### src/rtl/control_pipe.sv
// Pipeline control carrier: latches the decoder control word through ID/EX, EX/MEM and MEM/WB,
// detects load-use hazards, resolves taken branches and kills younger work on branch or external flush.
module control_pipe #(
    parameter int REG_W = 5,
    parameter int CNT_W = 16
) (
    input  logic             clk_i,
    input  logic             rst_i,
    input  logic [8:0]       control_i,
    input  logic             valid_i,
    input  logic [REG_W-1:0] rs_i,
    input  logic [REG_W-1:0] rt_i,
    input  logic [REG_W-1:0] rd_i,
    input  logic             zero_i,
    input  logic             flush_i,
    output logic             stall_o,
    output logic [1:0]       ex_alu_op_o,
    output logic             ex_alu_src_o,
    output logic [REG_W-1:0] ex_dest_o,
    output logic             mem_read_o,
    output logic             mem_write_o,
    output logic             pc_src_o,
    output logic             wb_reg_write_o,
    output logic             wb_mem_to_reg_o,
    output logic [REG_W-1:0] wb_dest_o,
    output logic [CNT_W-1:0] stall_cnt_o,
    output logic [CNT_W-1:0] flush_cnt_o
);

    // control word bit positions
    localparam int B_REG_DST   = 8;
    localparam int B_ALU_SRC   = 7;
    localparam int B_MEM_TO_REG = 6;
    localparam int B_REG_WRITE = 5;
    localparam int B_MEM_READ  = 4;
    localparam int B_MEM_WRITE = 3;
    localparam int B_BRANCH    = 2;

    logic             ex_valid_q, ex_valid_d;
    logic [8:0]       ex_ctrl_q, ex_ctrl_d;
    logic [REG_W-1:0] ex_rt_q, ex_rt_d, ex_rd_q, ex_rd_d;

    logic             mem_valid_q, mem_valid_d;
    logic [4:0]       mem_ctrl_q, mem_ctrl_d;   // {mem_to_reg, reg_write, mem_read, mem_write, branch}
    logic             mem_zero_q, mem_zero_d;
    logic [REG_W-1:0] mem_dest_q, mem_dest_d;

    logic             wb_valid_q, wb_valid_d;
    logic             wb_reg_write_q, wb_reg_write_d;
    logic             wb_mem_to_reg_q, wb_mem_to_reg_d;
    logic [REG_W-1:0] wb_dest_q, wb_dest_d;

    logic             kill;
    logic [1:0]       cnt_inc;
    logic [CNT_W-1:0] cnt_q [2];

    assign stall_o = valid_i & ex_valid_q & ex_ctrl_q[B_MEM_READ] & (ex_rt_q != '0)
                   & ((ex_rt_q == rs_i) | (ex_rt_q == rt_i));
    assign pc_src_o = mem_valid_q & mem_ctrl_q[0] & mem_zero_q;
    assign kill     = pc_src_o | flush_i;

    always_comb begin
        ex_valid_d = valid_i;
        ex_ctrl_d  = control_i;
        ex_rt_d    = rt_i;
        ex_rd_d    = rd_i;
        if (stall_o || kill) begin
            ex_valid_d = 1'b0;
            ex_ctrl_d  = '0;
            ex_rt_d    = '0;
            ex_rd_d    = '0;
        end

        mem_valid_d = ex_valid_q & ~kill;
        mem_ctrl_d  = {ex_ctrl_q[B_MEM_TO_REG], ex_ctrl_q[B_REG_WRITE], ex_ctrl_q[B_MEM_READ],
                       ex_ctrl_q[B_MEM_WRITE], ex_ctrl_q[B_BRANCH]};
        mem_zero_d  = zero_i;
        mem_dest_d  = ex_dest_o;

        wb_valid_d      = mem_valid_q;
        wb_reg_write_d  = mem_ctrl_q[3];
        wb_mem_to_reg_d = mem_ctrl_q[4];
        wb_dest_d       = mem_dest_q;
    end

    always_ff @(posedge clk_i) begin
        if (rst_i) begin
            ex_valid_q      <= 1'b0;
            ex_ctrl_q       <= '0;
            ex_rt_q         <= '0;
            ex_rd_q         <= '0;
            mem_valid_q     <= 1'b0;
            mem_ctrl_q      <= '0;
            mem_zero_q      <= 1'b0;
            mem_dest_q      <= '0;
            wb_valid_q      <= 1'b0;
            wb_reg_write_q  <= 1'b0;
            wb_mem_to_reg_q <= 1'b0;
            wb_dest_q       <= '0;
        end else begin
            ex_valid_q      <= ex_valid_d;
            ex_ctrl_q       <= ex_ctrl_d;
            ex_rt_q         <= ex_rt_d;
            ex_rd_q         <= ex_rd_d;
            mem_valid_q     <= mem_valid_d;
            mem_ctrl_q      <= mem_ctrl_d;
            mem_zero_q      <= mem_zero_d;
            mem_dest_q      <= mem_dest_d;
            wb_valid_q      <= wb_valid_d;
            wb_reg_write_q  <= wb_reg_write_d;
            wb_mem_to_reg_q <= wb_mem_to_reg_d;
            wb_dest_q       <= wb_dest_d;
        end
    end

    assign ex_alu_op_o     = ex_ctrl_q[1:0];
    assign ex_alu_src_o    = ex_ctrl_q[B_ALU_SRC];
    assign ex_dest_o       = ex_ctrl_q[B_REG_DST] ? ex_rd_q : ex_rt_q;
    assign mem_read_o      = mem_valid_q & mem_ctrl_q[2];
    assign mem_write_o     = mem_valid_q & mem_ctrl_q[1];
    assign wb_reg_write_o  = wb_valid_q & wb_reg_write_q;
    assign wb_mem_to_reg_o = wb_mem_to_reg_q;
    assign wb_dest_o       = wb_dest_q;

    // saturating performance counters: [0] stall cycles, [1] flush cycles
    assign cnt_inc = {kill, stall_o};

    generate
        for (genvar gi = 0; gi < 2; gi++) begin : g_cnt
            always_ff @(posedge clk_i) begin
                if (rst_i) begin
                    cnt_q[gi] <= '0;
                end else if (cnt_inc[gi] && (cnt_q[gi] != {CNT_W{1'b1}})) begin
                    cnt_q[gi] <= cnt_q[gi] + CNT_W'(1);
                end
            end
        end
    endgenerate

    assign stall_cnt_o = cnt_q[0];
    assign flush_cnt_o = cnt_q[1];

endmodule

### config.mk
export PLATFORM = sky130hd
export DESIGN_NAME = control_pipe
export DESIGN_NICKNAME = d
export VERILOG_FILES = /design/src/rtl/control_pipe.sv
export SDC_FILE = /design/constraint.sdc
export NUM_CORES = 1
export LEC_CHECK = 0
export CAP_MARGIN = 20
export CORE_ASPECT_RATIO = 0.75
export CORE_UTILIZATION = 62
export DETAILED_ROUTE_END_ITERATION = 12
export DONT_BUFFER_PORTS = 1
export GPL_TIMING_DRIVEN = 0
export PLACE_DENSITY = 0.75
export SYNTH_ARGS = -nofsm -noshare
export SYNTH_HDL_FRONTEND = slang
export SYNTH_SLANG_ARGS = --single-unit
### constraint.sdc
create_clock -name clk_i -period 3.1 [get_ports clk_i]
set_input_delay 0.62 -clock clk_i [delete_from_list [all_inputs] [get_ports clk_i]]
set_output_delay 0.62 -clock clk_i [all_outputs]
set_load 0.005 [all_outputs]
# Word level (Yosys, flattened, before mapping)
# Memories as Yosys holds them, arrays and structs flattened.
# Index checks and enable logic that the tools add are counted.
dict set report word_totals {
  regBits 40
  latch_bits 0
  ramBits 32
  rom_bits 0
  inputBits 29
  out_inout_bits 51
  n_memories 1
}
# name words word_bits rd rd_clocked_by_memory_dff write_ports line_no
set mem_list {}
lappend mem_list {cnt_q 2 16 2 0 2 55} ;# logic [CNT_W-1:0] cnt_q [2];
dict set report classes {
  addsub 2
  n_mul 0
  n_div 0
  magnitude_cmp 0
  n_eq_ne 4
  shifts 0
  mux 11
  bitwise 15
  n_reduce_logical 5
}
# operator n
set op_table {}
lappend op_table {{$add A16 B1 Y16 const B} 2}
lappend op_table {{$mux W16} 2}
lappend op_table {{$ne A16 B16 Y1 const B} 2}
lappend op_table {{$and A1 B1 Y1} 10}
lappend op_table {{$eq A5 B5 Y1} 2}
lappend op_table {{$mux W1} 8}
lappend op_table {{$mux W5} 1}
lappend op_table {{$reduce_bool A5 Y1} 1}
lappend op_table {{$or A1 B1 Y1} 4}
lappend op_table {{$logic_and A1 B1 Y1} 2}
lappend op_table {{$reduce_or A2 Y1} 1}
lappend op_table {{$logic_or A1 B1 Y1} 1}
lappend op_table {{$not A1 Y1} 1}

# Depth between registers and ports, before layout
dict set report depth {
  ltp_word 9
  depth_mapped 8
}

# Worst setup path after synthesis
# OpenSTA, ideal clock, no wires.
dict set report synth_timing {
  path_kind {input port to flip-flop}
  start {input port rs_i[4]}
  end {memory cnt_q[0][0], enable pin}
  setup_ns 0.392
  t_arrival_ns 2.201
  required_time_ns 2.708
  slack_ns 0.507
  cell_stages 7
  n_path_buf 2
  path_cell_list {xnor2_1 nand3_1 nor3_1 o21ai_1 buf_4 buf_6 o21bai_1}
}
# item line_no
set synth_lines {}
lappend synth_lines {{from (decl)} 11} ;# input logic [REG_W-1:0] rs_i,
lappend synth_lines {{to (decl)} 55}

==> implementation parameters <==
Parameter                              Value

Final layout
  Final net count ... 314
  Area growth syn-to-layout ... 9.418%
  Ratio of cells with drive above 1 in the final layout ... 15.28%
  Antenna diodes ... 0
  Fill cell instance count of the final layout ... 339

Pwr
  Max IR drop VDD ... 0.0004012 V
  Pleak ... 1.285 nW
  Total Power Consumption ... 0.001871 W
  Power density relative to cell area ... 552.3 mW/mm²

Clock tree
  PostCTS Resize Cnt ... 0
  Post-CTS Repair Setup Buffers ... 0
  Clock tree root driver cell ... sky130_fd_sc_hd__clkbuf_8
  Clock-pin slew on the worst setup and hold paths ... 80 ps
  Number of buffers inserted for hold repair after clock tree synthesis ... 0
  Clock tree from TritonCTS ... yes
  Num Clock Sinks ... 72
  Worst-skew pair later-pin latency ... 340 ps
  Number of buffers created by CTS ... 9
  Number of H-tree levels ... 3
  Clock Tree Buf Depth ... 2

Placed design
  Final Wtd Congestion ... 0.7702
  Place WS ... 326.9 ps
  Number of port buffers ... 0
  Detail Placement HPWL ... 4340 µm

Critical path
  Slack of the worst reg-to-reg path ... 460 ps
  Worst Path Class, Setup ... flip-flop to flip-flop
  Slowest cell delay on critical path ... 670 ps
  Path depth of the worst reg2reg path ... 7
  Worst setup path end ... cnt_q[0][5]
  Launching element of the worst setup path ... cnt_q[0][0]
  Endpoint of the worst-slack reg-to-reg timing path ... cnt_q[0][5]
  Slowest cell on the critical path ... sky130_fd_sc_hd__o21bai_1
  Worst Setup Start Kind ... flip-flop
  Worst reg2reg path startpoint ... cnt_q[0][0]
  Maximum fanout encountered on the critical timing path ... 10
  Nature of the critical path endpoint ... flip-flop
  Critical path required time ... 3160 ps
  Crit path cell chain ... ha_1 > nand4_1 > nor3_2 > and3_1 > buf_4 > o21bai_1 > buf_6
  Arrival time reported for the critical path endpoint ... 2700 ps

Timing
  Total negative slack ... 0 ps
  Setup repair after global routing missed its margin ... false
  Highest clock frequency the design can meet ... 0.3792 GHz
  Total setup violations reported at the end of the flow ... 0
  Final count of hold timing violations ... 0
  Least setup slack across all paths after layout ... 462.6 ps
  Final period demand of the worst path ... 2637 ps
  Worst-Margin Slew ... 835.5 ps
  Max Clock Skew ... 4.930 ps
  Max-slew violations ... 0
  Share of the clock period used by the worst path ... 85.08%
  Relative max-transition margin ... 44.19%

Yosys
  Syn Nets ... 301
  Complex-gate fraction of the synthesized area ... 1.293%
  Leading cell types by total area after synthesis ... sky130_fd_sc_hd__edfxtp_1 (31%), sky130_fd_sc_hd__dfxtp_1 (26%), sky130_fd_sc_hd__xor2_1 (5.4%)
  Sequential element share of the synthesized area ... 56.91%
  Simple-Gate Fraction of Synth Area ... 25.26%
  Multiplexer area fraction after synthesis ... 1.819%
  Number of standard cells after synthesis ... 270
  Dominant combinational cell family by area after synthesis ... simple AND/OR/NAND/NOR gates
  Avg Synthesized Cell Area ... 11.46 µm²
  Cell type with the highest aggregate area in the netlist ... sky130_fd_sc_hd__edfxtp_1
  Area share of the largest cell type after synthesis ... 31.04%
  Number of different library cells in the post-synthesis netlist ... 35
  Yosys reg bits ... 72
  Adder-cell share of the synthesized area ... 0.8084%
  Syn Std Cell Area ... 0.003095 mm²
  Post-synthesis xor/xnor area fraction ... 10.47%
  Count of yosys warnings during synthesis ... 0

Routing
  Routed via count divided by cell count ... 5.612
  Total detailed-routing wirelength ... 5858 µm
  Number of remaining DRC errors ... 0
  Detail-routed net length per standard cell ... 16.98 µm
  1st-iter DRT viols ... 108
  Number of routed nets with antenna violations ... 0
  Number of detailed-routing iterations run before antenna repair ... 4
  Via total after detailed routing ... 1936

Min path
  Worst hold path type ... input port to flip-flop

GRT
  Vias in the first global route ... 1969
  Remaining global-route overflow ... 0
  Total global-route track usage ... 24.28%
  Pin count of the biggest net entering global routing ... 15
  Antenna violations before repair ... 0
  Global-route wire length before repair ... 9687 µm

Floorplanning
  Count of pins on the block boundary ... 80
  Number of rows in the core area ... 21
  Die area ... 0.005282 mm²
  Width of the chip ... 83.59 µm
  Starting density of the core ... 66.94%
  Overall die height ... 63.19 µm
  Floorplan core area ... 0.004624 mm²

Flow run
  Max-cap check violation count ... 0

Run status
  Status ... finished clean
[synth_stat cells]
library cell and instances:
sky130_fd_sc_hd__buf_1 1, sky130_fd_sc_hd__buf_6 3, sky130_fd_sc_hd__or3_1 2, sky130_fd_sc_hd__buf_4 4
sky130_fd_sc_hd__clkbuf_1 6, sky130_fd_sc_hd__nor4_1 7, sky130_fd_sc_hd__o21ai_1 1, sky130_fd_sc_hd__edfxtp_1 32
sky130_fd_sc_hd__nor4b_2 1, sky130_fd_sc_hd__nand4_2 1, sky130_fd_sc_hd__o211a_1 1, sky130_fd_sc_hd__nor3_2 2
sky130_fd_sc_hd__nor3_1 9, sky130_fd_sc_hd__nor4_4 1, sky130_fd_sc_hd__o21bai_1 2, sky130_fd_sc_hd__and2_1 4
sky130_fd_sc_hd__nor4_2 4, sky130_fd_sc_hd__ha_1 2, sky130_fd_sc_hd__clkbuf_2 1, sky130_fd_sc_hd__inv_1 3
sky130_fd_sc_hd__and4_4 1, sky130_fd_sc_hd__dfxtp_1 40, sky130_fd_sc_hd__nor2b_1 19, sky130_fd_sc_hd__xnor2_1 18
sky130_fd_sc_hd__a21oi_1 2, sky130_fd_sc_hd__and4_1 2, sky130_fd_sc_hd__nand4_1 6, sky130_fd_sc_hd__xor2_1 19
sky130_fd_sc_hd__nand3_2 2, sky130_fd_sc_hd__mux2_2 5, sky130_fd_sc_hd__nand2_1 10, sky130_fd_sc_hd__nor2_2 1
sky130_fd_sc_hd__nand3_1 10, sky130_fd_sc_hd__and3_1 23, sky130_fd_sc_hd__nor2_1 25
[final cells by class]
cell class / count / area [µm²] / share of cell area [%]
Inverter: 3 / 11.26 / 0.3325
Clock inverter: 6 / 48.80 / 1.441
Tap cell: 57 / 71.32 / 2.106
Buffer: 15 / 95.09 / 2.808
Sequential cell: 72 / 1762 / 52.01
Timing Repair Buffer: 2 / 22.52 / 0.6649
Clock buffer: 10 / 148.9 / 4.396
Multi-Input combinational cell: 180 / 1227 / 36.24
[metrics by stage]
stage / utilization, % / instance area, µm² / instances / hold WS, ps
2_1_floorplan: - / 3095 / 270 / 413.8
3_3_place_gp: 68.48 / 3167 / 327 / 416.7
3_5_place_dp: 68.97 / 3189 / 329 / 420.4
4_1_cts: 73.24 / 3387 / 345 / 388.7
5_1_grt: 73.24 / 3387 / 345 / 389.0
6_report: 73.24 / 3387 / 345 / 400.7
[worst min path at each step]
| stage | from | endpoint | cells past startpoint |
|---|---|---|---|
| 6_report | zero_i | mem_zero_q | 1 |
| 4_1_cts | zero_i | mem_zero_q | 1 |
| 2_1_floorplan | ex_ctrl_q[2] | mem_ctrl_q[0] | 1 |
| 3_3_place_gp | mem_ctrl_q[3] | wb_reg_write_q | 1 |
| 5_1_grt | control_i[8] | ex_ctrl_q[8] | 1 |
| 3_5_place_dp | mem_dest_q[4] | wb_dest_o[4] | 1 |
[logic make-up after synthesis]
kind of cell / after synthesis
adder cells (fa/ha/maj): 2
AND/OR/NAND/NOR: 130
multiplexers: 5
XOR/XNOR: 37
flip-flops: 72
AO/OA/AOI/OAI: 6
buffers and inverters: 18
[cell usage in the layout, fill, tap and decap left out, drive strengths merged, types with 2 or more instances in the layout]
cell type / instances
xnor2: 18
and3: 23
and2: 4
dfxtp: 40
ha: 2
edfxtp: 32
nor3: 11
nand2: 10
clkbuf: 17
clkinv: 4
nand4: 7
buf: 10
mux2: 5
nor2: 26
and4: 3
nor2b: 19
or3: 2
nand3: 12
xor2: 19
nor4: 12
inv: 5
a21oi: 2
o21bai: 2
[metal layers]
layer | vias up | GRT usage [%] | wire [µm] | share of wire, %
met1 | 880 | 31.41 | 2735 | 47
met4 | 0 | 8.475 | 68 | 1.2
li1 | 970 | - | - | -
met5 | - | 0 | 0 | 0
met2 | 79 | 35.98 | 2527 | 43
met3 | 7 | 11.27 | 528 | 9.0
[where the power goes]
group / total, W / internal, W / switching [W] / leakage, nW
Combinational: 0.0000890 / 0.0000433 / 0.0000458 / 0.514
Clock: 0.000711 / 0.000347 / 0.000364 / 0.102
Sequential: 0.00107 / 0.00103 / 0.0000419 / 0.669
[worst max-delay path, delay by kind of cell (launching register included)]
kind | cells | cell delay [ps]
buf+inv | 2 | 430
flops | 1 | 500
simple gates | 3 | 450
fa+ha+maj | 1 | 300
compound gates | 1 | 670
[flip-flops by register name (all words and copies together), names as in the netlist]
| register | flops |
|---|---|
| mem_dest_q | 5 |
| wb_valid_q | 1 |
| wb_dest_o | 5 |
| wb_reg_write_q | 1 |
| mem_ctrl_q | 5 |
| mem_valid_q | 1 |
| ex_ctrl_q | 9 |
| ex_rt_q | 5 |
| mem_zero_q | 1 |
| ex_rd_q | 5 |
| cnt_q | 32 |
| wb_mem_to_reg_o | 1 |
| ex_valid_q | 1 |
No activity file was read; power rests on OpenSTA's default activity.
